===== src/rtl/banzai_axil_host.sv =====
// banzai_axil_host: single-outstanding AXI-Lite master driving the banzAI control slave from a command/response stream.
// Optional B/R response timeout is compiled in when BANZAI_HOST_TIMEOUT_EN is defined.
module banzai_axil_host #(
  parameter int ADDR_WIDTH = 32,
  parameter int DATA_WIDTH = 32
`ifdef BANZAI_HOST_TIMEOUT_EN
  , parameter int TIMEOUT_CYCLES = 4096
`endif
) (
  input  logic                    clk,
  input  logic                    rst,
  // command / response stream
  input  logic                    cmd_valid,
  output logic                    cmd_ready,
  input  logic                    cmd_write,
  input  logic [ADDR_WIDTH-1:0]   cmd_addr,
  input  logic [DATA_WIDTH-1:0]   cmd_data,
  output logic                    rsp_valid,
  input  logic                    rsp_ready,
  output logic [DATA_WIDTH-1:0]   rsp_data,
  output logic [1:0]              rsp_resp,
  output logic                    busy,
  // AXI-Lite master
  output logic [ADDR_WIDTH-1:0]   m_aw_addr,
  output logic                    m_aw_valid,
  input  logic                    m_aw_ready,
  output logic [DATA_WIDTH-1:0]   m_w_data,
  output logic [DATA_WIDTH/8-1:0] m_w_strb,
  output logic                    m_w_valid,
  input  logic                    m_w_ready,
  input  logic [1:0]              m_b_resp,
  input  logic                    m_b_valid,
  output logic                    m_b_ready,
  output logic [ADDR_WIDTH-1:0]   m_ar_addr,
  output logic                    m_ar_valid,
  input  logic                    m_ar_ready,
  input  logic [DATA_WIDTH-1:0]   m_r_data,
  input  logic [1:0]              m_r_resp,
  input  logic                    m_r_valid,
  output logic                    m_r_ready
);

  typedef enum logic [2:0] {
    S_IDLE,
    S_WR_REQ,
    S_WR_RESP,
    S_RD_REQ,
    S_RD_RESP,
    S_RSP
  } state_t;

  localparam logic [1:0] RESP_SLVERR = 2'b10;

  state_t                r_state, w_state_nxt;
  logic [ADDR_WIDTH-1:0] r_addr;
  logic [DATA_WIDTH-1:0] r_wdata;
  logic [DATA_WIDTH-1:0] r_rsp_data, w_rsp_data_nxt;
  logic [1:0]            r_rsp_resp, w_rsp_resp_nxt;
  logic                  r_aw_done, w_aw_done_nxt;
  logic                  r_w_done, w_w_done_nxt;
  logic                  w_accept;
  logic                  w_timeout;

  assign w_accept = (r_state == S_IDLE) && cmd_valid;

`ifdef BANZAI_HOST_TIMEOUT_EN
  logic        w_waiting;
  logic [31:0] r_tmo_cnt;

  assign w_waiting = (r_state == S_WR_REQ) || (r_state == S_WR_RESP) ||
                     (r_state == S_RD_REQ) || (r_state == S_RD_RESP);

  // Counter reads TIMEOUT_CYCLES exactly as the block lands in RSP.
  always_ff @(posedge clk or posedge rst) begin
    if (rst)            r_tmo_cnt <= '0;
    else if (w_accept)  r_tmo_cnt <= '0;
    else if (w_waiting) r_tmo_cnt <= r_tmo_cnt + 32'd1;
  end

  assign w_timeout = w_waiting && (r_tmo_cnt == 32'(TIMEOUT_CYCLES - 1));
`else
  assign w_timeout = 1'b0;
`endif

  // NOTE: every variable written here gets a default first, so no path leaves one unassigned and infers a latch.
  always_comb begin
    w_state_nxt    = r_state;
    w_aw_done_nxt  = r_aw_done;
    w_w_done_nxt   = r_w_done;
    w_rsp_data_nxt = r_rsp_data;
    w_rsp_resp_nxt = r_rsp_resp;

    unique case (r_state)
      S_IDLE: begin
        if (cmd_valid) begin
          w_aw_done_nxt = 1'b0;
          w_w_done_nxt  = 1'b0;
          w_state_nxt   = cmd_write ? S_WR_REQ : S_RD_REQ;
        end
      end

      S_WR_REQ: begin
        // AW and W complete independently; B may coincide with the last of them.
        w_aw_done_nxt = r_aw_done || m_aw_ready;
        w_w_done_nxt  = r_w_done  || m_w_ready;
        if (w_aw_done_nxt && w_w_done_nxt && m_b_valid) begin
          w_rsp_data_nxt = '0;
          w_rsp_resp_nxt = m_b_resp;
          w_state_nxt    = S_RSP;
        end else if (w_timeout) begin
          w_rsp_data_nxt = '0;
          w_rsp_resp_nxt = RESP_SLVERR;
          w_state_nxt    = S_RSP;
        end else if (w_aw_done_nxt && w_w_done_nxt) begin
          w_state_nxt = S_WR_RESP;
        end
      end

      S_WR_RESP: begin
        if (m_b_valid) begin
          w_rsp_data_nxt = '0;
          w_rsp_resp_nxt = m_b_resp;
          w_state_nxt    = S_RSP;
        end else if (w_timeout) begin
          w_rsp_data_nxt = '0;
          w_rsp_resp_nxt = RESP_SLVERR;
          w_state_nxt    = S_RSP;
        end
      end

      S_RD_REQ: begin
        if (m_ar_ready && m_r_valid) begin
          w_rsp_data_nxt = m_r_data;
          w_rsp_resp_nxt = m_r_resp;
          w_state_nxt    = S_RSP;
        end else if (w_timeout) begin
          w_rsp_data_nxt = '0;
          w_rsp_resp_nxt = RESP_SLVERR;
          w_state_nxt    = S_RSP;
        end else if (m_ar_ready) begin
          w_state_nxt = S_RD_RESP;
        end
      end

      S_RD_RESP: begin
        if (m_r_valid) begin
          w_rsp_data_nxt = m_r_data;
          w_rsp_resp_nxt = m_r_resp;
          w_state_nxt    = S_RSP;
        end else if (w_timeout) begin
          w_rsp_data_nxt = '0;
          w_rsp_resp_nxt = RESP_SLVERR;
          w_state_nxt    = S_RSP;
        end
      end

      S_RSP: begin
        if (rsp_ready) w_state_nxt = S_IDLE;
      end

      default: w_state_nxt = S_IDLE;
    endcase
  end

  // NOTE: sequential state uses non-blocking assignments so every flop samples pre-edge values.
  always_ff @(posedge clk or posedge rst) begin
    if (rst) begin
      r_state    <= S_IDLE;
      r_addr     <= '0;
      r_wdata    <= '0;
      r_rsp_data <= '0;
      r_rsp_resp <= '0;
      r_aw_done  <= 1'b0;
      r_w_done   <= 1'b0;
    end else begin
      r_state    <= w_state_nxt;
      r_rsp_data <= w_rsp_data_nxt;
      r_rsp_resp <= w_rsp_resp_nxt;
      r_aw_done  <= w_aw_done_nxt;
      r_w_done   <= w_w_done_nxt;
      if (w_accept) begin
        r_addr  <= cmd_addr;
        r_wdata <= cmd_data;
      end
    end
  end

  // cmd_ready is gated by rst so the port reads 0 while reset is held.
  assign cmd_ready  = (r_state == S_IDLE) && !rst;
  assign busy       = (r_state != S_IDLE);
  assign rsp_valid  = (r_state == S_RSP);
  assign rsp_data   = r_rsp_data;
  assign rsp_resp   = r_rsp_resp;

  assign m_aw_addr  = r_addr;
  assign m_aw_valid = (r_state == S_WR_REQ) && !r_aw_done;
  assign m_w_data   = r_wdata;
  assign m_w_strb   = '1;
  assign m_w_valid  = (r_state == S_WR_REQ) && !r_w_done;
  // The slave pulses B and R without waiting, so the readies are up for the whole wait.
  assign m_b_ready  = (r_state == S_WR_REQ) || (r_state == S_WR_RESP);
  assign m_ar_addr  = r_addr;
  assign m_ar_valid = (r_state == S_RD_REQ);
  assign m_r_ready  = (r_state == S_RD_REQ) || (r_state == S_RD_RESP);

endmodule

===== config.mk =====
export PLATFORM = sky130hd
export DESIGN_NAME = banzai_axil_host
export DESIGN_NICKNAME = d
export VERILOG_FILES = /design/src/rtl/banzai_axil_host.sv
export SDC_FILE = /design/constraint.sdc
export NUM_CORES = 1
export LEC_CHECK = 0
export CAP_MARGIN = 40
export CORE_MARGIN = 4
export CORE_UTILIZATION = 40
export DETAILED_ROUTE_END_ITERATION = 12
export DONT_BUFFER_PORTS = 1
export GPL_TIMING_DRIVEN = 0
export REMOVE_ABC_BUFFERS = 1
export SETUP_SLACK_MARGIN = 0.5
export SYNTH_ARGS = -nofsm -noshare
export SYNTH_HDL_FRONTEND = slang
export SYNTH_SLANG_ARGS = --single-unit

===== constraint.sdc =====
create_clock -name clk -period 3.12 [get_ports clk]
set_input_delay 0.624 -clock clk [delete_from_list [all_inputs] [get_ports clk]]
set_output_delay 0.624 -clock clk [all_outputs]
set_load 0.05 [all_outputs]

==> flow_summary.yaml <==
outcome:
  outcome: "complete, no violations"
setup_path:
  reg2reg_depth: 5
  crit_arrival_ns: 1.84
  cp-endpoint: "m_r_ready"
  start_kind: "flop"
  crit_path_end_kind: "primary output"
  r2r-start: "r_state[1]"
  required_ns: 2.50
  r2r_slack_ns: 0.74
  crit_type: "flop to primary output"
  cp_max_fo: 33
  r2r_end: "m_ar_addr[9]"
  startpoint: "r_state[1]"
yosys:
  netlist_area_mm2: 0.004771
  synth_flop_cell: "dfrtp_1"
  synth_edf_count: 0
  synthArstFlopShare_pct: 100.0
  yosys_warnings: 0
  ys_types: 36
  ys_seq_area_share_pct: 54.03
  avgSynthCellArea_um2: 12.33
  synthCells: 387
  yosys_register_bits: 103
drt:
  first_iter_violations: 153
  via_per_inst: 5.115
  ant_nets: 0
  wl_per_cell_um: 20.06
  routed_wl_um: 10470
  drc: 0
  vias: 2670
  drt_first_pass_iters: 4
layout:
  drive_above_1_share_pct: 21.11
  final_util_pct: 47.67
  final_cell_area_mm2: 0.005513
  nets: 484
  area_growth_pct: 15.55
  fillerInstances: 1048
  antenna_cells: 0
die:
  die_h_um: 117.2
  coreArea_mm2: 0.01156
  die_x_um: 117.2
  die_area_mm2: 0.01374
  num_io_pins: 252
  start_util_pct: 41.25
  rows: 39
global_routing:
  top_usage_layer: "met2"
  met1_usage_pct: 16.33
  grtUsageTotal_pct: 14.74
  grt_pass1_vias: 2834
  grt_pass1_wl_um: 15250
  use_met3_pct: 5.244
  grt_overflow: 0
  antenna_found_initial: 1
  grt_use_met2_pct: 25.53
  grt_max_degree: 58
placement:
  portBuffers: 0
  hpwl_um: 8081
  gp_congestion: 0.7395
  placed_area_mm2: 0.005211
sta:
  finalHoldViolations: 0
  drv_slew: 0
  rsz0062_at_grt: "false"
  tightest_slew_ns: 0.8967
  finalCriticalPeriod_ns: 2.462
  fmax_mhz: 406.2
  setup_viol: 0
  slew_headroom_pct: 40.22
  finClkSkew_ns: 0.006403
  finalSetupTns_ns: 0
  min_period_over_period_pct: 78.90
clock_tree:
  numCtsBuffers: 9
  clk_pin_slew_ns: 0.07
  cts_sinks: 103
  cts-root-buf: "clkbuf_16"
  cts_tree: "built"
  clockBufferDepth: 2
  postCtsHoldBufs: 0
  insertion_delay_ns: 0.34
  postCtsSetupBuffers: 0
  htree_num_levels: 3
min_path:
  hp-class: "input pin to async pin"
job:
  maxCapViolCount: 0
-- per-stage QoR --
step / cells / hold WS, ns / setup slack (ns)
after floorplan: 334 / 0.5064 / -0.2078
after global placement: 477 / 0.5442 / -1.238
after detailed placement: 506 / 0.5514 / 0.6296
after CTS: 522 / 0.2605 / 0.4926
after global routing: 522 / 0.2715 / 0.5422
final: 522 / 0.2412 / 0.6582
-- cell usage after synthesis (2+ instances only) --
master / n / area share (%)
buf_4: 39 / 6.1
nor2b_1: 2 / 0.26
buf_6: 6 / 1.4
nand2b_1: 3 / 0.39
o31ai_1: 2 / 0.31
inv_1: 38 / 3.0
mux2_2: 27 / 6.4
nor2_1: 11 / 0.87
a21oi_1: 5 / 0.52
mux2_1: 38 / 9.0
nand3b_1: 2 / 0.31
o32a_1: 2 / 0.42
buf_12: 4 / 1.7
nor4bb_1: 2 / 0.42
mux2i_1: 35 / 7.3
nor3b_1: 4 / 0.63
nand2_1: 35 / 2.8
o21ai_0: 5 / 0.52
buf_2: 5 / 0.52
dfrtp_1: 103 / 54
o22ai_1: 2 / 0.26
o221ai_1: 3 / 0.55
-- registers in the layout (all words and copies together) (netlist names) --
signal and flops:
rsp_resp 2, m_w_data 32, rsp_data 32, r_state 3, m_ar_addr 32, r_w_done 1, r_aw_done 1
-- layout by cell type (no fill, tap or decap), types with 4 or more instances in the layout --
master and n:
dfrtp_1 101, mux2_1 38, inv_1 37, nand2_1 35
mux2i_1 35, mux2_2 27, buf_16 23, nor2_1 9
clkbuf_16 9, a21oi_1 5, o21ai_0 5, nor3b_1 4
conb_1 4
-- how the worst min path moves through the flow --
| stage | startpoint | to | slack, ns | cells after the start |
|---|---|---|---|---|
| 6_report | rst | r_w_done | 0.24 | 1 |
| 5_1_grt | rst | r_aw_done | 0.27 | 1 |
| 4_1_cts | rst | rsp_resp[0] | 0.26 | 1 |
| 3_5_place_dp | r_w_done | r_w_done | 0.55 | 2 |
| 3_3_place_gp | r_aw_done | r_aw_done | 0.54 | 2 |
| 2_1_floorplan | r_w_done | r_w_done | 0.51 | 2 |
-- layer usage --
metal | wire, um | part of all wire, %
met5 | 7 | 0.067
met4 | 226 | 2.2
met3 | 790 | 7.5
met2 | 5769 | 55
met1 | 3679 | 35
-- timing repair --
item,CTS,global route
endpoints found under the hold margin,0,0
resized for setup,3,3
setup endpoints to repair,3,3
pin swaps,0,0
-- worst max-delay path: stages, from the launching register on --
cell and delay, ns:
dfrtp_1 0.58, or3b_1 0.52, nand2_4 0.40
-- layout make-up --
class	count	area [um2]	area share (%)
sequential	103	2580	46.80
clock inverter	4	27.53	0.4993
inverter	38	145.1	2.633
multi-input combinational	193	1594	28.92
tap	143	178.9	3.246
clock buffer	12	256.5	4.653
timing repair buffer	29	730.7	13.25
-- cell families after synthesis --
kind of cell | count (synthesis) | synth area share, %
other cells | 1 | 0.07860
xor+xnor | 1 | 0.1836
flops | 103 | 54.03
compound gates | 20 | 2.754
buf+inv | 94 | 13.14
simple gates | 68 | 7.134
mux | 100 | 22.69
Power is not shown: default switching activity piles up to over one toggle a cycle in this logic, so the estimate is an artifact.
